--- config.mk ---
export PLATFORM = sky130hd
export DESIGN_NAME = icu_sequencer
export DESIGN_NICKNAME = d
export VERILOG_FILES = /design/src/rtl/icu_pkg.sv /design/src/rtl/icu_ret_stack.sv /design/src/rtl/icu_sequencer.sv
export SDC_FILE = /design/constraint.sdc
export NUM_CORES = 1
export LEC_CHECK = 0
export BUFFER_PORTS_ARGS = -buffer_cell sky130_fd_sc_hd__buf_2
export CORE_AREA = 2 2 100 78
export CTS_BUF_LIST = sky130_fd_sc_hd__clkbuf_16
export DETAILED_ROUTE_END_ITERATION = 6
export DIE_AREA = 0 0 102 80
export RECOVER_POWER = 100
export SYNTH_ARGS = -nofsm -noshare
export SYNTH_HDL_FRONTEND = slang
export SYNTH_SLANG_ARGS = --single-unit
--- constraint.sdc ---
create_clock -name clk_in -period 2.4 [get_ports clk_in]
set_input_delay 0.36 -clock clk_in [delete_from_list [all_inputs] [get_ports clk_in]]
set_output_delay 0.36 -clock clk_in [all_outputs]
set_load 0.02 [all_outputs]
--- src/rtl/icu_pkg.sv ---
// Shared definitions for the one-bit ICU core and its program sequencer.
// Opcode map and the two-phase instruction cycle encoding.
package icu_pkg;

    localparam logic [3:0] NOPO = 4'h0;
    localparam logic [3:0] LD   = 4'h1;
    localparam logic [3:0] LDC  = 4'h2;
    localparam logic [3:0] AND  = 4'h3;
    localparam logic [3:0] ANDC = 4'h4;
    localparam logic [3:0] OR   = 4'h5;
    localparam logic [3:0] ORC  = 4'h6;
    localparam logic [3:0] XNOR = 4'h7;
    localparam logic [3:0] STO  = 4'h8;
    localparam logic [3:0] STOC = 4'h9;
    localparam logic [3:0] IEN  = 4'hA;
    localparam logic [3:0] OEN  = 4'hB;
    localparam logic [3:0] JMP  = 4'hC;
    localparam logic [3:0] RTN  = 4'hD;
    localparam logic [3:0] SKZ  = 4'hE;
    localparam logic [3:0] NOPF = 4'hF;

    typedef enum logic {
        FETCH          = 1'b0,
        DECODE_EXECUTE = 1'b1
    } phase_e;

endpackage

--- src/rtl/icu_ret_stack.sv ---
// Return-address LIFO for the ICU sequencer.
// Overflowing pushes and underflowing pops are ignored; the caller flags them.
module icu_ret_stack #(
    parameter int DEPTH = 4,
    parameter int W     = 8
) (
    input  logic         clk_in,
    input  logic         rst,
    input  logic         push,
    input  logic         pop,
    input  logic [W-1:0] din,
    output logic [W-1:0] dout,
    output logic         full,
    output logic         empty
);

    localparam int CW = $clog2(DEPTH + 1);
    localparam int IW = (DEPTH > 1) ? $clog2(DEPTH) : 1;

    logic [CW-1:0] cnt;
    logic [W-1:0]  mem [2**IW];
    logic [IW-1:0] wr_idx;
    logic [IW-1:0] rd_idx;

    assign wr_idx = IW'(cnt);
    assign rd_idx = IW'(cnt - CW'(1));
    assign full   = (cnt == CW'(DEPTH));
    assign empty  = (cnt == '0);
    assign dout   = mem[rd_idx];

    // Occupancy count; reset empties the stack without touching contents.
    always_ff @(posedge clk_in) begin
        if (!rst) begin
            cnt <= '0;
        end else if (push && !full) begin
            cnt <= cnt + CW'(1);
        end else if (pop && !empty) begin
            cnt <= cnt - CW'(1);
        end
    end

    // Entry storage; contents after reset are don't-care.
    always_ff @(posedge clk_in) begin
        if (push && !full) begin
            mem[wr_idx] <= din;
        end
    end

endmodule

--- src/rtl/icu_sequencer.sv ---
// Program sequencer for the one-bit ICU core: PC, return stack, I/O latch.
// Runs a fetch/execute phase in lockstep with the core and flags disagreement.
module icu_sequencer
    import icu_pkg::*;
#(
    parameter int ADDR_W      = 8,
    parameter int IO_W        = 8,
    parameter int STACK_DEPTH = 4
) (
    input  logic              clk_in,
    input  logic              rst,
    output logic [ADDR_W-1:0] pc,
    input  logic [IO_W+3:0]   rom_data,
    output logic [3:0]        icu_I,
    input  logic              icu_state,
    input  logic              icu_skp,
    input  logic              icu_jmp,
    input  logic              icu_rtn,
    input  logic              icu_write,
    output logic [IO_W-1:0]   io_addr,
    output logic              io_we,
    output logic              phase,
    output logic              stack_ovf,
    output logic              stack_unf,
    output logic              seq_err
);

    phase_e            phase_q;
    logic [3:0]        op_q;
    logic              skipped_q;
    logic              after_rtn;
    logic              jmp_done;
    logic              rtn_done;
    logic              push;
    logic              pop;
    logic              full;
    logic              empty;
    logic [ADDR_W-1:0] top;

    assign icu_I    = rom_data[IO_W+3:IO_W];
    assign io_we    = icu_write;
    assign phase    = phase_q;
    assign jmp_done = (op_q == JMP) && !skipped_q;
    assign rtn_done = (op_q == RTN) && !skipped_q;
    assign push     = (phase_q == DECODE_EXECUTE) && jmp_done;
    assign pop      = (phase_q == DECODE_EXECUTE) && rtn_done;

    icu_ret_stack #(
        .DEPTH (STACK_DEPTH),
        .W     (ADDR_W)
    ) u_stack (
        .clk_in (clk_in),
        .rst    (rst),
        .push   (push),
        .pop    (pop),
        .din    (pc),
        .dout   (top),
        .full   (full),
        .empty  (empty)
    );

    // Phase machine: latch the instruction on fetch, redirect the PC on execute.
    always_ff @(posedge clk_in) begin
        if (!rst) begin
            phase_q   <= FETCH;
            pc        <= '0;
            io_addr   <= '0;
            op_q      <= NOPO;
            skipped_q <= 1'b0;
            after_rtn <= 1'b0;
            stack_ovf <= 1'b0;
            stack_unf <= 1'b0;
            seq_err   <= 1'b0;
        end else begin
            phase_q <= (phase_q == FETCH) ? DECODE_EXECUTE : FETCH;
            if (icu_state != phase_q) begin
                seq_err <= 1'b1;
            end
            if (phase_q == FETCH) begin
                op_q      <= rom_data[IO_W+3:IO_W];
                io_addr   <= rom_data[IO_W-1:0];
                skipped_q <= icu_skp;
                after_rtn <= rtn_done;
                if (icu_jmp != jmp_done) begin
                    seq_err <= 1'b1;
                end
                if (icu_rtn && !rtn_done && !(skipped_q && after_rtn)) begin
                    seq_err <= 1'b1;
                end
            end else if (skipped_q) begin
                pc <= pc + ADDR_W'(1);
            end else if (op_q == JMP) begin
                pc <= io_addr[ADDR_W-1:0];
                if (full) begin
                    stack_ovf <= 1'b1;
                end
            end else if (op_q == RTN) begin
                pc <= empty ? '0 : top;
                if (empty) begin
                    stack_unf <= 1'b1;
                end
            end else begin
                pc <= pc + ADDR_W'(1);
            end
        end
    end

endmodule
# [Yosys cells after proc, flatten, opt, wreduce, memory -nomap -nowiden]
# Memories as Yosys holds them, arrays and structs flattened.
# Cells that the tools add are included.
# W data, S select, Z words.
[totals] regBits=29 n_memories=1 mem_bits_rw=32 wordCells=52 inputBits=19
[op_classes] add_sub_neg=3 n_eq_ne=5 mux=13 n_bitwise=2 n_reduce_logical=18
[mem_list] name="u_stack.mem" words=4 word_bits=8 read_ports=1 rd_clocked_by_memory_dff=0 wr=1 line_no="icu_ret_stack.sv:21" rtl="logic [W-1:0] mem [2**IW];"
[ops] cell="$mux W8" count=4
[ops] cell="$logic_and A1 B1 Y1" count=9
[ops] cell="$add A8 B1 Y8 const B" count=1
[ops] cell="$eq A4 B4 Y1 const B" count=2
[ops] cell="$mux W1" count=7
[ops] cell="$mux W3" count=2
[ops] cell="$logic_not A1 Y1" count=5
[ops] cell="$reduce_and A5 Y1" count=1
[ops] cell="$reduce_and A4 Y1" count=1
[ops] cell="$add A3 B1 Y3 const B" count=1
[ops] cell="$eq A3 B3 Y1 const B" count=1
[ops] cell="$logic_not A3 Y1" count=1
[ops] cell="$sub A3 B1 Y3 const B" count=1
[ops] cell="$ne A1 B1 Y1" count=2
[ops] cell="$not A1 Y1" count=2
[ops] cell="$reduce_bool A2 Y1" count=1

# [Longest topological paths before layout]
[depth] depth_word=7 depth_mapped=8 mapped_depth_nobuf=6

# [Hierarchy]
# From an unflattened synthesis, not the netlist that was laid out.
[unflattened] cells_unflattened=218 area_unflattened_um2=2751.4
[modules_own_cells] mod="icu_ret_stack" area_per_inst_um2=1453.9 cells_per_inst=76 instances=1
[modules_own_cells] mod="icu_sequencer" area_per_inst_um2=1297.5 cells_per_inst=142 instances=1

# [Worst setup path before layout]
# Ideal clock, no wire load.
[synth_timing] path_type="reg-to-reg" start="register u_stack.cnt[0]" end="register pc[7]" path_slack_ps=300 arrival_time_ps=2026 path_buffers=2 path_stages_with_launch=9 synth_period_minus_slack_ps=2100 path_cell_list="dfxtp_1 buf_2 inv_1 ha_1 clkbuf_1 mux4_2 nand3_1 a311o_1 a31oi_1"
[synth_between] elab_chain_len=6
[synth_rtl] item="start, declared" line_no="icu_ret_stack.sv:20" rtl="logic [CW-1:0] cnt;"
[synth_rtl] item="start signal, assigned" line_no="icu_ret_stack.sv:36" rtl="cnt <= cnt + CW'(1);"
[synth_rtl] item="start signal, assigned" line_no="icu_ret_stack.sv:38" rtl="cnt <= cnt - CW'(1);"
[synth_rtl] item="$sub A3 B1 Y3"
[synth_rtl] item="$mem_v2 Z4 W8"
[synth_rtl] item="$mux W8 *" line_no="icu_sequencer.sv:98" rtl="pc <= empty ? '0 : top;"
[synth_rtl] item="$mux W8 *" line_no="icu_sequencer.sv:97" rtl="end else if (op_q == RTN) begin"
[synth_rtl] item="$mux W8 *" line_no="icu_sequencer.sv:92" rtl="end else if (op_q == JMP) begin"
[synth_rtl] item="$mux W8 *" line_no="icu_sequencer.sv:90" rtl="end else if (skipped_q) begin"
[synth_rtl] item="end signal, assigned" line_no="icu_sequencer.sv:91" rtl="pc <= pc + ADDR_W'(1);"
[synth_rtl] item="end signal, assigned" line_no="icu_sequencer.sv:93" rtl="pc <= io_addr[ADDR_W-1:0];"
[synth_rtl] item="end signal, assigned" line_no="icu_sequencer.sv:98"
[synth_rtl] item="end, declared" line_no="icu_sequencer.sv:12" rtl="output logic [ADDR_W-1:0] pc,"
# Mark *: on every way between the ends. The rest lies on a longest branch, timed or not.
# A chain may end at the register's enable or synchronous reset.

# [Worst setup path in the final report]
[layout_timing] start="register pc[2]" end="register pc[7]"
[layout_between] elab_chain_len=4
[layout_rtl] item="$add A8 B1 Y8 *" line_no="icu_sequencer.sv:91, icu_sequencer.sv:103"
[layout_rtl] item="$mux W8" line_no="icu_sequencer.sv:97"
[layout_rtl] item="$mux W8" line_no="icu_sequencer.sv:92"
[layout_rtl] item="$mux W8 *" line_no="icu_sequencer.sv:90"
# Marked as above.

==> impl_metrics.ini <==
[floorplanning]
die_area_um2 = 8160
core-area_um2 = 7160
floorplan.die.height_um = 80
die_width_um = 102
rows = 27
num_ports = 44
initial_core_util = 0.390

[logic_synthesis]
yosysMostFrequentCell = edfxtp_1
yosys-top-cells-area = edfxtp_1, dfxtp_1, mux4_2, mux2i_1, nor2_1
post_synth_inst_count = 240
synthesis_stage_register_bit_count = 61
multiplexer_area_fraction_after_synthesis = 0.115
synth_compound_gate_area_share = 0.108
synthDominantCellAreaShare = 0.344
yosys.area_share.xor_xnor = 0.0157
synth_commonest_cells = edfxtp_1, dfxtp_1, nor2_1
synth.yosys.seq_area_share = 0.551
synth.distinct_cells = 45
ys.warnings.count = 0
synthesis.nets = 265
synth_area_per_inst_um2 = 11.7
synthSimpleGateAreaFrac = 0.132
dominantRegCellSynth = edfxtp_1
ys_async_sr_fraction = 0
synth_area_um2 = 2800
yosysTopAreaCell = edfxtp_1
post_synth_edffs = 32
post_synth_fa_ha_maj_area_fraction = 0.0268
dominant_combinational_cell_family_by_area_after_synthesis = simple AND/OR/NAND/NOR gates

[layout]
postLayoutCoreUtil = 0.468
area_growth_syn_to_layout_pct = 19.8
n_antenna_cell = 0
fillers = 711
num-nets-final = 306
fraction_of_layout_cells_with_a_size_suffix_above_1 = 0.161

[timing]
layout_setup_ws_ns = 0.414
final.period_utilization = 0.828
hold_slack_ns = 0.268
max_slew.worst_pin.slew_ns = 0.795
skew_ns = 0.00485
number_of_setup_violations_in_the_final_report = 0
finalWorstPathRequiredPeriod_ns = 1.99
hold_viol_final = 0
timing.final.max_slew_violations = 0
grt_setup_unrepaired = false
max_freq_ghz = 0.503
worst_slew_margin_rel = 0.470
setup_tns_ns = 0

[detailed_routing]
avgViaCountPerCell = 5.19
dr_vias = 2010
wl_um = 6230
drt_drc_violations_left = 0
drtPass1Iterations = 4
postRouteAntennaNets = 0
routedWlPerCell_um = 16.1
drtIter0Drc = 136

[power_and_ir_drop]
power_switching_share = 0.227
power.density_cell_area_nw_per_um2 = 813
power_frac_clock = 0.499
vdd_drop_max_mv = 0.400
combinationalPowerShare = 0.069
internal-power_w = 0.00210
seq_power_share = 0.431
p_sw_w = 0.000619
cellLeakagePower_nw = 1.21

[setup_path]
r2r_cells = 4
critical_path.reg2reg.startpoint = pc[2]$_SDFFE_PN0P_
r2r_setup_slack_ns = 0.41
required_ns = 2.65
crit_path_end_kind = register
start_kind = register
cp_cell_sequence = nand4_1 > or4_1 > a311o_1 > a31oi_1
cp_max_fo = 12
worst-endpoint-arrival_ns = 2.23
critical-path-slowest-cell = dfxtp_1
criticalPathCategory = register to register
critical_path.max_stage_delay_ns = 0.57
worst_r2r_endpoint = pc[7]$_SDFFE_PN0P_

[placed_design]
io_buffer_count = 41
dpl.hpwl_um = 4420
gpl.final_weighted_congestion = 0.778
pre_cts_slack_ns = 0.429

[cts]
clock_tree.buffer_depth = 2
cts_made_buffers = 9
h_tree_depth_reported_by_cts = 3
postCtsSetupRepairBufs = 0
clk_latency_ns = 0.32
postCtsHoldBufs = 0
post_cts_resized = 0
clk_pin_slew_worst_paths_ns = 0.05
clockRootBuffer = clkbuf_16
cts_tree = built
tritoncts_num_sinks = 61

[grt]
grt_max_degree = 34
via_count_of_the_first_global_routing_pass = 1875
global_route_wire_length_before_repair_um = 10100
globalRoute.totalOverflow = 0
antenna_violations_before_repair = 0
global_route.usage.total = 0.167

[outcome]
run_status = completed

[min_path]
min_path_cells = 3
min-delay-start = icu_skp
worst_hold_path_type = input pin to register
whs_endpoint = skipped_q$_SDFFE_PN0N_

[flow_run]
max_cap_viol_count = 0
## state kept, by name, summed over array words and instances (netlist names)
| name | flops |
|---|---|
| phase | 1 |
| op_q | 4 |
| pc | 8 |
| stack_ovf | 1 |
| seq_err | 1 |
| after_rtn | 1 |
| stack_unf | 1 |
| u_stack.mem | 32 |
| u_stack.cnt | 3 |
| skipped_q | 1 |
| io_addr | 8 |
## worst max-delay path by stage
stage	slack, ns	depth (start not counted)	end	from
after floorplan	0.30	8	pc[7]$_SDFFE_PN0P_	u_stack.cnt[0]$_SDFFE_PN0P_
after global routing	0.22	4	pc[7]$_SDFFE_PN0P_	pc[2]$_SDFFE_PN0P_
after detailed placement	0.43	4	pc[7]$_SDFFE_PN0P_	pc[2]$_SDFFE_PN0P_
after global placement	0.53	4	pc[7]$_SDFFE_PN0P_	pc[2]$_SDFFE_PN0P_
final	0.41	4	pc[7]$_SDFFE_PN0P_	pc[2]$_SDFFE_PN0P_
after CTS	0.42	4	pc[7]$_SDFFE_PN0P_	pc[2]$_SDFFE_PN0P_
## through the flow
| step | cells | area, um^2 | total power (W) |
|---|---|---|---|
| floorplan | 240 | 2800 | 0.00132 |
| global placement | 371 | 3080 | 0.00139 |
| detailed placement | 371 | 3080 | 0.00139 |
| CTS | 387 | 3390 | 0.00276 |
| global route | 387 | 3350 | 0.00282 |
| finish | 387 | 3350 | 0.00272 |
## critical path: cells and delay by family (launching register included)
kind / cells / cell delay, ns
flops: 1 / 0.57
simple gates: 2 / 0.82
compound gates: 2 / 0.52
## power by group through the flow
stage,clock [W],sequential (W),combinational (W)
after floorplan,0,0.00121,0.000116
after global placement,0,0.00119,0.000196
after detailed placement,0,0.00120,0.000198
after CTS,0.00138,0.00117,0.000199
after global routing,0.00143,0.00118,0.000210
final,0.00136,0.00117,0.000189
## final cells by class
type | count | area [um^2] | area share
flip-flops and latches | 61 | 1540 | 0.460
multi-input cells | 150 | 1110 | 0.332
inverters | 11 | 41.3 | 0.0123
well taps | 101 | 126 | 0.0377
clock buffers | 9 | 225 | 0.0672
clock inverters | 7 | 91.3 | 0.0273
repair buffers | 48 | 214 | 0.0639
## cell families (layout without fill, tap and decap cells)
group / count (synthesis) / after routing
AND/OR/NAND/NOR: 71 / 71
flip-flops: 61 / 61
AO/OA/AOI/OAI: 46 / 46
buffers and inverters: 29 / 75
multiplexers: 22 / 22
adder cells (fa/ha/maj): 6 / 6
XOR/XNOR: 5 / 5
## layer usage
metal / GRT usage / part of all wire / vias up
li1: - / - / 973
met4: 0.0667 / 0.0047 / 0
met5: 0 / 0 / -
met3: 0.0464 / 0.059 / 4
met1: 0.235 / 0.48 / 975
met2: 0.243 / 0.45 / 58
## cell usage in the layout (no fill, tap or decap), drive strengths merged, types with 3 or more instances in the layout
cell type  netlist  routed
clkbuf           8      37
edfxtp          32      32
dfxtp           29      29
nor2            22      22
buf             10      20
mux2i           14      14
nand2           12      12
inv             10      11
o21ai           10      10
a31oi           10      10
nand3            9       9
a21oi            8       8
mux4             8       8
ha               6       6
nand4            5       5
nor2b            4       4
nand2b           3       3
nor3             3       3
xor2             3       3
a31o             3       3
clkinv           1       3
No activity file was read; power rests on OpenSTA's default activity.
